### config.mk
export PLATFORM = sky130hd
export DESIGN_NAME = branch_tag_manager_flat
export DESIGN_NICKNAME = d
export VERILOG_FILES = /design/src/rtl/branch_tag_manager_pkg.sv /design/src/rtl/branch_tag_manager_if.sv /design/src/rtl/branch_tag_manager_tag_range_mask.sv /design/src/rtl/branch_tag_manager.sv /design/src/flat_wrapper.sv
export SDC_FILE = /design/constraint.sdc
export NUM_CORES = 1
export LEC_CHECK = 0
export CORE_MARGIN = 2
export CORE_UTILIZATION = 55
export CTS_BUF_LIST = sky130_fd_sc_hd__clkbuf_16
export DETAILED_ROUTE_END_ITERATION = 16
export PLACE_DENSITY = 0.79
export SYNTH_ARGS = -nofsm -noshare
export SYNTH_HDL_FRONTEND = slang
export SYNTH_SLANG_ARGS = --single-unit
### constraint.sdc
create_clock -name clk -period 6.2 [get_ports clk]
set_input_delay 1.55 -clock clk [delete_from_list [all_inputs] [get_ports clk]]
set_output_delay 1.55 -clock clk [all_outputs]
set_load 0.02 [all_outputs]
### src/rtl/branch_tag_manager_pkg.sv
// Shared branch-tag types for the out-of-order core.
//   BRANCH_TAG_NUM    : default number of in-flight branch tags (power of two)
//   branch_tag_t      : tag id
//   branch_tag_ptr_t  : ring pointer, MSB is the lap color
//   branch_tag_s      : {id, color} as carried alongside a branch uop
package branch_tag_manager_pkg;

    localparam int BRANCH_TAG_NUM = 8;
    localparam int BRANCH_TAG_W   = $clog2(BRANCH_TAG_NUM);

    typedef logic [BRANCH_TAG_W-1:0] branch_tag_t;
    typedef logic [BRANCH_TAG_W:0]   branch_tag_ptr_t;

    typedef struct packed {
        branch_tag_t id;
        logic        color;
    } branch_tag_s;

    // A tag is its own ring position: color on top, id below.
    function automatic branch_tag_ptr_t tag_to_ptr(branch_tag_s t);
        return {t.color, t.id};
    endfunction

endpackage

### src/rtl/branch_tag_manager_if.sv
// Bundle between the branch tag manager and its neighbours.
//   alloc_*  : tag request from decode/rename, grant + {id,color} back
//   res_*    : branch resolution from execute / hazard controller
//   squash_* : one-cycle squash pulse + mask to recovery logic
//   retire_* : oldest resolved tag freed this cycle
//   full/empty/occupancy : ring status
// slave = the tag manager, master = its environment.
interface branch_tag_manager_if
    import branch_tag_manager_pkg::*;
#(
    parameter int NUM_TAGS = BRANCH_TAG_NUM,
    parameter int TAG_W    = $clog2(NUM_TAGS)
);
    logic                alloc_req;
    logic                alloc_gnt;
    logic [TAG_W-1:0]    alloc_id;
    logic                alloc_color;
    logic                res_valid;
    logic [TAG_W-1:0]    res_id;
    logic                res_color;
    logic                res_mispredict;
    logic                squash_valid;
    logic [NUM_TAGS-1:0] squash_mask;
    logic                retire_valid;
    logic [TAG_W-1:0]    retire_id;
    logic                full;
    logic                empty;
    logic [TAG_W:0]      occupancy;

    modport slave (
        input  alloc_req, res_valid, res_id, res_color, res_mispredict,
        output alloc_gnt, alloc_id, alloc_color, squash_valid, squash_mask,
               retire_valid, retire_id, full, empty, occupancy
    );

    modport master (
        output alloc_req, res_valid, res_id, res_color, res_mispredict,
        input  alloc_gnt, alloc_id, alloc_color, squash_valid, squash_mask,
               retire_valid, retire_id, full, empty, occupancy
    );
endinterface

### src/rtl/branch_tag_manager_tag_range_mask.sv
// Combinational mask of ring slots covered by the circular range
// [start_ptr, end_ptr). Pointers carry a lap bit so a full ring
// (end - start == NUM_TAGS) is distinguishable from an empty one.
//   start_ptr : first position in range (TAG_W+1 bits)
//   end_ptr   : one past the last position (TAG_W+1 bits)
//   mask      : bit i set when slot i lies in the range
module branch_tag_manager_tag_range_mask #(
    parameter int NUM_TAGS = 8,
    parameter int TAG_W    = $clog2(NUM_TAGS)
) (
    input  logic [TAG_W:0]      start_ptr,
    input  logic [TAG_W:0]      end_ptr,
    output logic [NUM_TAGS-1:0] mask
);
    logic [TAG_W:0] span;

    assign span = end_ptr - start_ptr;

    // Slot i is in range when its distance from start (mod NUM_TAGS)
    // is less than the span.
    for (genvar i = 0; i < NUM_TAGS; i++) begin : g_slot
        logic [TAG_W-1:0] off;
        assign off     = TAG_W'(i) - start_ptr[TAG_W-1:0];
        assign mask[i] = ({1'b0, off} < span);
    end
endmodule

### src/rtl/branch_tag_manager.sv
// Branch tag manager: a ring of NUM_TAGS branch tags allocated in
// program order at decode, resolved out of order in execute and retired
// in order from the head. A mispredicting resolve truncates the ring
// back to just after the offending tag and reports the dropped tags as a
// one-cycle squash mask.
//   clk, rst_n : clock, asynchronous active-low reset
//   bus        : branch_tag_manager_if.slave (alloc / resolve / squash /
//                retire / status)
module branch_tag_manager
    import branch_tag_manager_pkg::*;
#(
    parameter int NUM_TAGS = BRANCH_TAG_NUM,
    parameter int TAG_W    = $clog2(NUM_TAGS)
) (
    input  logic                 clk,
    input  logic                 rst_n,
    branch_tag_manager_if.slave  bus
);
    localparam logic [TAG_W:0] PTR_ONE  = {{TAG_W{1'b0}}, 1'b1};
    localparam logic [TAG_W:0] FULL_CNT = {1'b1, {TAG_W{1'b0}}};

    logic [TAG_W:0]      head, tail, occupancy, res_ptr, squash_start;
    logic [TAG_W-1:0]    head_idx, tail_idx;
    logic [NUM_TAGS-1:0] valid, resolved, color;
    logic [NUM_TAGS-1:0] younger, squash_clr;
    logic                full, hit, mispredict_hit, alloc_gnt, retire_valid;
    logic                squash_valid_q;
    logic [NUM_TAGS-1:0] squash_mask_q;

    assign head_idx  = head[TAG_W-1:0];
    assign tail_idx  = tail[TAG_W-1:0];
    assign occupancy = tail - head;
    assign full      = (occupancy == FULL_CNT);

    // A resolve whose color disagrees with the slot belongs to a tag that
    // was already squashed and the slot re-used; drop it.
    assign hit            = bus.res_valid & valid[bus.res_id] &
                            (color[bus.res_id] == bus.res_color);
    assign mispredict_hit = hit & bus.res_mispredict;

    // full is taken before this cycle's retire: no alloc-on-retire bypass.
    assign alloc_gnt    = bus.alloc_req & ~full & ~mispredict_hit;
    assign retire_valid = valid[head_idx] & resolved[head_idx];

    // Younger-than-resolver range is [res+1, tail).
    assign res_ptr      = {bus.res_color, bus.res_id};
    assign squash_start = res_ptr + PTR_ONE;

    branch_tag_manager_tag_range_mask #(
        .NUM_TAGS (NUM_TAGS),
        .TAG_W    (TAG_W)
    ) u_squash_range (
        .start_ptr (squash_start),
        .end_ptr   (tail),
        .mask      (younger)
    );

    assign squash_clr = younger & valid;

    always_ff @(posedge clk or negedge rst_n) begin
        if (!rst_n) begin
            head           <= '0;
            tail           <= '0;
            valid          <= '0;
            resolved       <= '0;
            color          <= '0;
            squash_valid_q <= 1'b0;
            squash_mask_q  <= '0;
        end else begin
            squash_valid_q <= mispredict_hit;
            squash_mask_q  <= mispredict_hit ? squash_clr : '0;

            // Whole-vector squash first; the per-slot writes below win.
            if (mispredict_hit) begin
                valid    <= valid & ~squash_clr;
                resolved <= resolved & ~squash_clr;
                tail     <= squash_start;
            end else if (alloc_gnt) begin
                valid[tail_idx]    <= 1'b1;
                resolved[tail_idx] <= 1'b0;
                color[tail_idx]    <= tail[TAG_W];
                tail               <= tail + PTR_ONE;
            end

            if (hit) begin
                resolved[bus.res_id] <= 1'b1;
            end

            // Retire uses last cycle's resolved bit, so a head resolved
            // this cycle leaves no earlier than next cycle.
            if (retire_valid) begin
                valid[head_idx]    <= 1'b0;
                resolved[head_idx] <= 1'b0;
                head               <= head + PTR_ONE;
            end
        end
    end

    assign bus.alloc_gnt    = alloc_gnt;
    assign bus.alloc_id     = tail_idx;
    assign bus.alloc_color  = tail[TAG_W];
    assign bus.retire_valid = retire_valid;
    assign bus.retire_id    = head_idx;
    assign bus.squash_valid = squash_valid_q;
    assign bus.squash_mask  = squash_mask_q;
    assign bus.full         = full;
    assign bus.empty        = (occupancy == '0);
    assign bus.occupancy    = occupancy;
endmodule

### src/flat_wrapper.sv
// flat-port wrapper written by rule: the top's interface ports become plain ports
module branch_tag_manager_flat import branch_tag_manager_pkg::*;
#(
    parameter int NUM_TAGS = BRANCH_TAG_NUM,
    parameter int TAG_W    = $clog2(NUM_TAGS)
)
  (clk, rst_n, bus_alloc_req, bus_res_valid, bus_res_id, bus_res_color, bus_res_mispredict, bus_alloc_gnt, bus_alloc_id, bus_alloc_color, bus_squash_valid, bus_squash_mask, bus_retire_valid, bus_retire_id, bus_full, bus_empty, bus_occupancy);
  branch_tag_manager_if #(.NUM_TAGS(NUM_TAGS), .TAG_W(TAG_W)) bus_i ();
  input  logic clk;
  input  logic rst_n;
  input wire logic [$bits(bus_i.alloc_req)-1:0] bus_alloc_req;
  input wire logic [$bits(bus_i.res_valid)-1:0] bus_res_valid;
  input wire logic [$bits(bus_i.res_id)-1:0] bus_res_id;
  input wire logic [$bits(bus_i.res_color)-1:0] bus_res_color;
  input wire logic [$bits(bus_i.res_mispredict)-1:0] bus_res_mispredict;
  output wire logic [$bits(bus_i.alloc_gnt)-1:0] bus_alloc_gnt;
  output wire logic [$bits(bus_i.alloc_id)-1:0] bus_alloc_id;
  output wire logic [$bits(bus_i.alloc_color)-1:0] bus_alloc_color;
  output wire logic [$bits(bus_i.squash_valid)-1:0] bus_squash_valid;
  output wire logic [$bits(bus_i.squash_mask)-1:0] bus_squash_mask;
  output wire logic [$bits(bus_i.retire_valid)-1:0] bus_retire_valid;
  output wire logic [$bits(bus_i.retire_id)-1:0] bus_retire_id;
  output wire logic [$bits(bus_i.full)-1:0] bus_full;
  output wire logic [$bits(bus_i.empty)-1:0] bus_empty;
  output wire logic [$bits(bus_i.occupancy)-1:0] bus_occupancy;
  assign bus_i.alloc_req = bus_alloc_req;
  assign bus_i.res_valid = bus_res_valid;
  assign bus_i.res_id = bus_res_id;
  assign bus_i.res_color = bus_res_color;
  assign bus_i.res_mispredict = bus_res_mispredict;
  assign bus_alloc_gnt = bus_i.alloc_gnt;
  assign bus_alloc_id = bus_i.alloc_id;
  assign bus_alloc_color = bus_i.alloc_color;
  assign bus_squash_valid = bus_i.squash_valid;
  assign bus_squash_mask = bus_i.squash_mask;
  assign bus_retire_valid = bus_i.retire_valid;
  assign bus_retire_id = bus_i.retire_id;
  assign bus_full = bus_i.full;
  assign bus_empty = bus_i.empty;
  assign bus_occupancy = bus_i.occupancy;
  branch_tag_manager #(.NUM_TAGS(NUM_TAGS), .TAG_W(TAG_W)) u_core (.clk(clk), .rst_n(rst_n), .bus(bus_i));
endmodule
==> impl_metrics.json <==
{
  "status": "complete, no violations",
  "syn-num-nets": 328,
  "cts_max_level": 2,
  "die_x_um": 74.44,
  "route.detailed.drc": 0,
  "max_slew.worst_pin.slew_ns": 0.9168,
  "powerDensity_nw_per_um2": 577.2,
  "routed_wl_mm": 6.404,
  "grt_max_degree": 42,
  "synth_top_area_cell": "dfrtp_1",
  "hp-class": "reg2reg",
  "rsz0062_at_grt": "no",
  "cts_hold_buf": 0,
  "multi_input_area_um2": 1520,
  "period_needed_ns": 5.584,
  "synth-main-ff-cell": "dfrtp_1",
  "fin_tns_setup_ns": 0,
  "path_cells": "clkdlybuf4s50_1 -> mux2i_1 -> nor2_1 -> or4_4 -> a21oi_2 -> nor2_1 -> clkdlybuf4s50_1",
  "p_clk_share_pct": 13.7,
  "power.internal_mw": 1.001,
  "cts-resized-gates": 0,
  "hold_path_end": "u_core.head[3]",
  "synthCells": 297,
  "syn_to_final_growth_pct": 17.29,
  "drive_above_1_share_pct": 8.696,
  "final_common_cell": "dfrtp_1",
  "cts.sinks": 41,
  "grt_first_pass_wirelength_mm": 10.45,
  "start_kind": "primary input",
  "required_ns": 4.65,
  "clk_latency_ns": 0.28,
  "arrival_ns": 4.03,
  "async_reset_ff_share_pct": 100.0,
  "die_h_um": 74.44,
  "rr_startpoint": "u_core.tail[0]",
  "slowest_stage": "clkdlybuf4s50_1",
  "max_stage_delay_ns": 0.77,
  "comb_power_share_pct": 57.9,
  "dp.cells": 381,
  "final.period_utilization_pct": 90.06,
  "max_slew_margin_pct": 38.88,
  "finalNonFillerCells": 389,
  "gp_congestion": 0.8945,
  "drv_cap": 0,
  "fmax_mhz": 179.1,
  "synth_warnings": 0,
  "p_sw_mw": 0.8465,
  "grt_pass1_vias": 2110,
  "route.vias.total": 2238,
  "crit_start": "bus_res_id[0]",
  "syn-cell-area_um2": 2729,
  "fill_cells": 397,
  "start_util_pct": 57.39,
  "setup_viol": 0,
  "cts-root-buf": "clkbuf_16",
  "path_max_fanout": 8,
  "yosys-top-cells-area": "dfrtp_1 38%, ha_1 9.2%, nand2_1 4.7%",
  "crit_path_end_kind": "primary output",
  "hpwl_mm": 4.773,
  "core_area_um2": 4755,
  "finalPower_mw": 1.847,
  "min_from": "u_core.head[3]",
  "rrSetupSlack_ns": 2.90,
  "cts_tree": "done",
  "fin_skew_ns": 0.002337,
  "placementRows": 25,
  "clockBufferDepth": 2,
  "antenna_cells": 0,
  "io_buffer_count": 32,
  "cts_inserted_buffers": 5,
  "seq_power_share_pct": 28.4,
  "ir_drop_v": 0.0003019,
  "via_per_inst": 5.753,
  "track_usage_pct": 25.46,
  "wl_per_cell_um": 16.46,
  "grt_overflow": 0,
  "syn_avg_cell_area_um2": 9.188,
  "switching_share_pct": 45.83,
  "r2r-end": "u_core.resolved[1]",
  "synth_edf_count": 0,
  "hold_viol_final": 0,
  "die-area_um2": 5541,
  "ios": 33,
  "worst-r2r-cell-count": 10,
  "antenna_found_initial": 0,
  "cts.clk_slew.worst_paths_ns": 0.06,
  "regArea_um2": 1026,
  "slew_viol_final": 0,
  "cts_setup_buffers": 0,
  "yosys_register_bits": 41,
  "ant_nets": 0,
  "synth_top_area_share_pct": 37.60,
  "synth_cell_types": 45,
  "final_cell_mix": "41 x dfrtp_1, 34 x nand2_1, 31 x clkdlybuf4s50_1",
  "drt_iter0_markers": 115,
  "ys_seq_area_share_pct": 37.60,
  "leakage_nw": 1.440,
  "drtPass1Iterations": 4,
  "holdPathStages": 1,
  "layout.nets": 352,
  "path_class": "in2out"
}
## stage by stage
| stage | hold slack, ns | instance area (um^2) | utilization, % | setup WS, ns |
|---|---|---|---|---|
| after global placement | 0.4817 | 3058 | 64.32 | 0.6670 |
| final | 0.4974 | 3201 | 67.32 | 0.6162 |
| after floorplan | 0.4652 | 2729 | - | 1.413 |
| after CTS | 0.5007 | 3201 | 67.32 | 0.6594 |
| after detailed placement | 0.4914 | 3058 | 64.32 | 0.6107 |
| after global routing | 0.5118 | 3201 | 67.32 | 0.5331 |
## flip-flops by register name, summed over array words and instances, names as in the netlist
| signal | count |
|---|---|
| u_core.tail | 4 |
| u_core.valid | 8 |
| u_core.bus.squash_mask | 8 |
| u_core.bus.squash_valid | 1 |
| u_core.color | 8 |
| u_core.head | 4 |
| u_core.resolved | 8 |
## cell usage after synthesis (2+ instances only)
library cell	count
a31oi_1	2
buf_4	3
nor2_1	13
o211ai_1	2
nor4_1	6
buf_2	4
fa_1	2
mux2i_1	11
o22ai_1	3
nor3_2	2
inv_1	24
dfrtp_1	41
nand2_1	34
a31o_1	4
nand3_1	9
xnor2_1	14
o21ai_0	13
and3_1	9
ha_1	20
or4b_4	2
nor3_1	5
clkbuf_1	8
nand2b_1	3
xor2_1	5
o31ai_1	4
or2_2	2
o21a_1	3
a21oi_1	18
nor2b_1	8
mux2_2	8
## cells by family after synthesis
logic type	after synthesis	synth area share, %
AOI/OAI and AO/OA	59	13.80
xor gates and xnor gates	19	6.098
adders and majority gates	22	10.64
buffers and inverters	42	6.694
DFF	41	37.60
muxes	19	7.336
and+or+nand+nor	95	17.84
## layout make-up
type,instances,area share (%)
clock buffers,5,3.909
clock inverters,3,0.5473
inverters,24,2.815
multi-input cells,214,47.50
flip-flops and latches,41,32.06
well taps,67,2.619
repair buffers,35,10.56
## how the worst max path moves through the flow
stage	to	depth (start not counted)	slack, ns
global placement	bus_alloc_gnt	7	0.67
CTS	bus_alloc_gnt	7	0.66
detailed placement	u_core.resolved[0]	14	0.61
global route	bus_alloc_gnt	7	0.53
floorplan	bus_alloc_gnt	8	1.41
finish	bus_alloc_gnt	7	0.62
## metal layers
metal  wire length (um)  GRT usage (%)  vias to the layer above  part of all wire [%]
li1                   -              -                     1067                     -
met1               2874          35.57                     1062                    45
met2               2917          40.90                       99                    46
met3                495          3.930                       10                   7.7
met4                116          7.937                        0                   1.8
met5                  0              0                        -                     0
## power groups by stage
stage	logic, mW	clock network [mW]	registers (mW)
5_1_grt	1.19	0.262	0.543
4_1_cts	1.06	0.256	0.522
3_5_place_dp	1.05	0	0.527
6_report	1.07	0.253	0.525
2_1_floorplan	0.769	0	0.463
3_3_place_gp	1.03	0	0.520
## worst max-delay path, delay by kind of cell
kind | cells | cell delay (ns)
and+or+nand+nor | 3 | 0.67
AOI/OAI and AO/OA | 1 | 0.20
buffers and inverters | 2 | 1.32
muxes | 1 | 0.28
(Power assumes the default switching activity.)
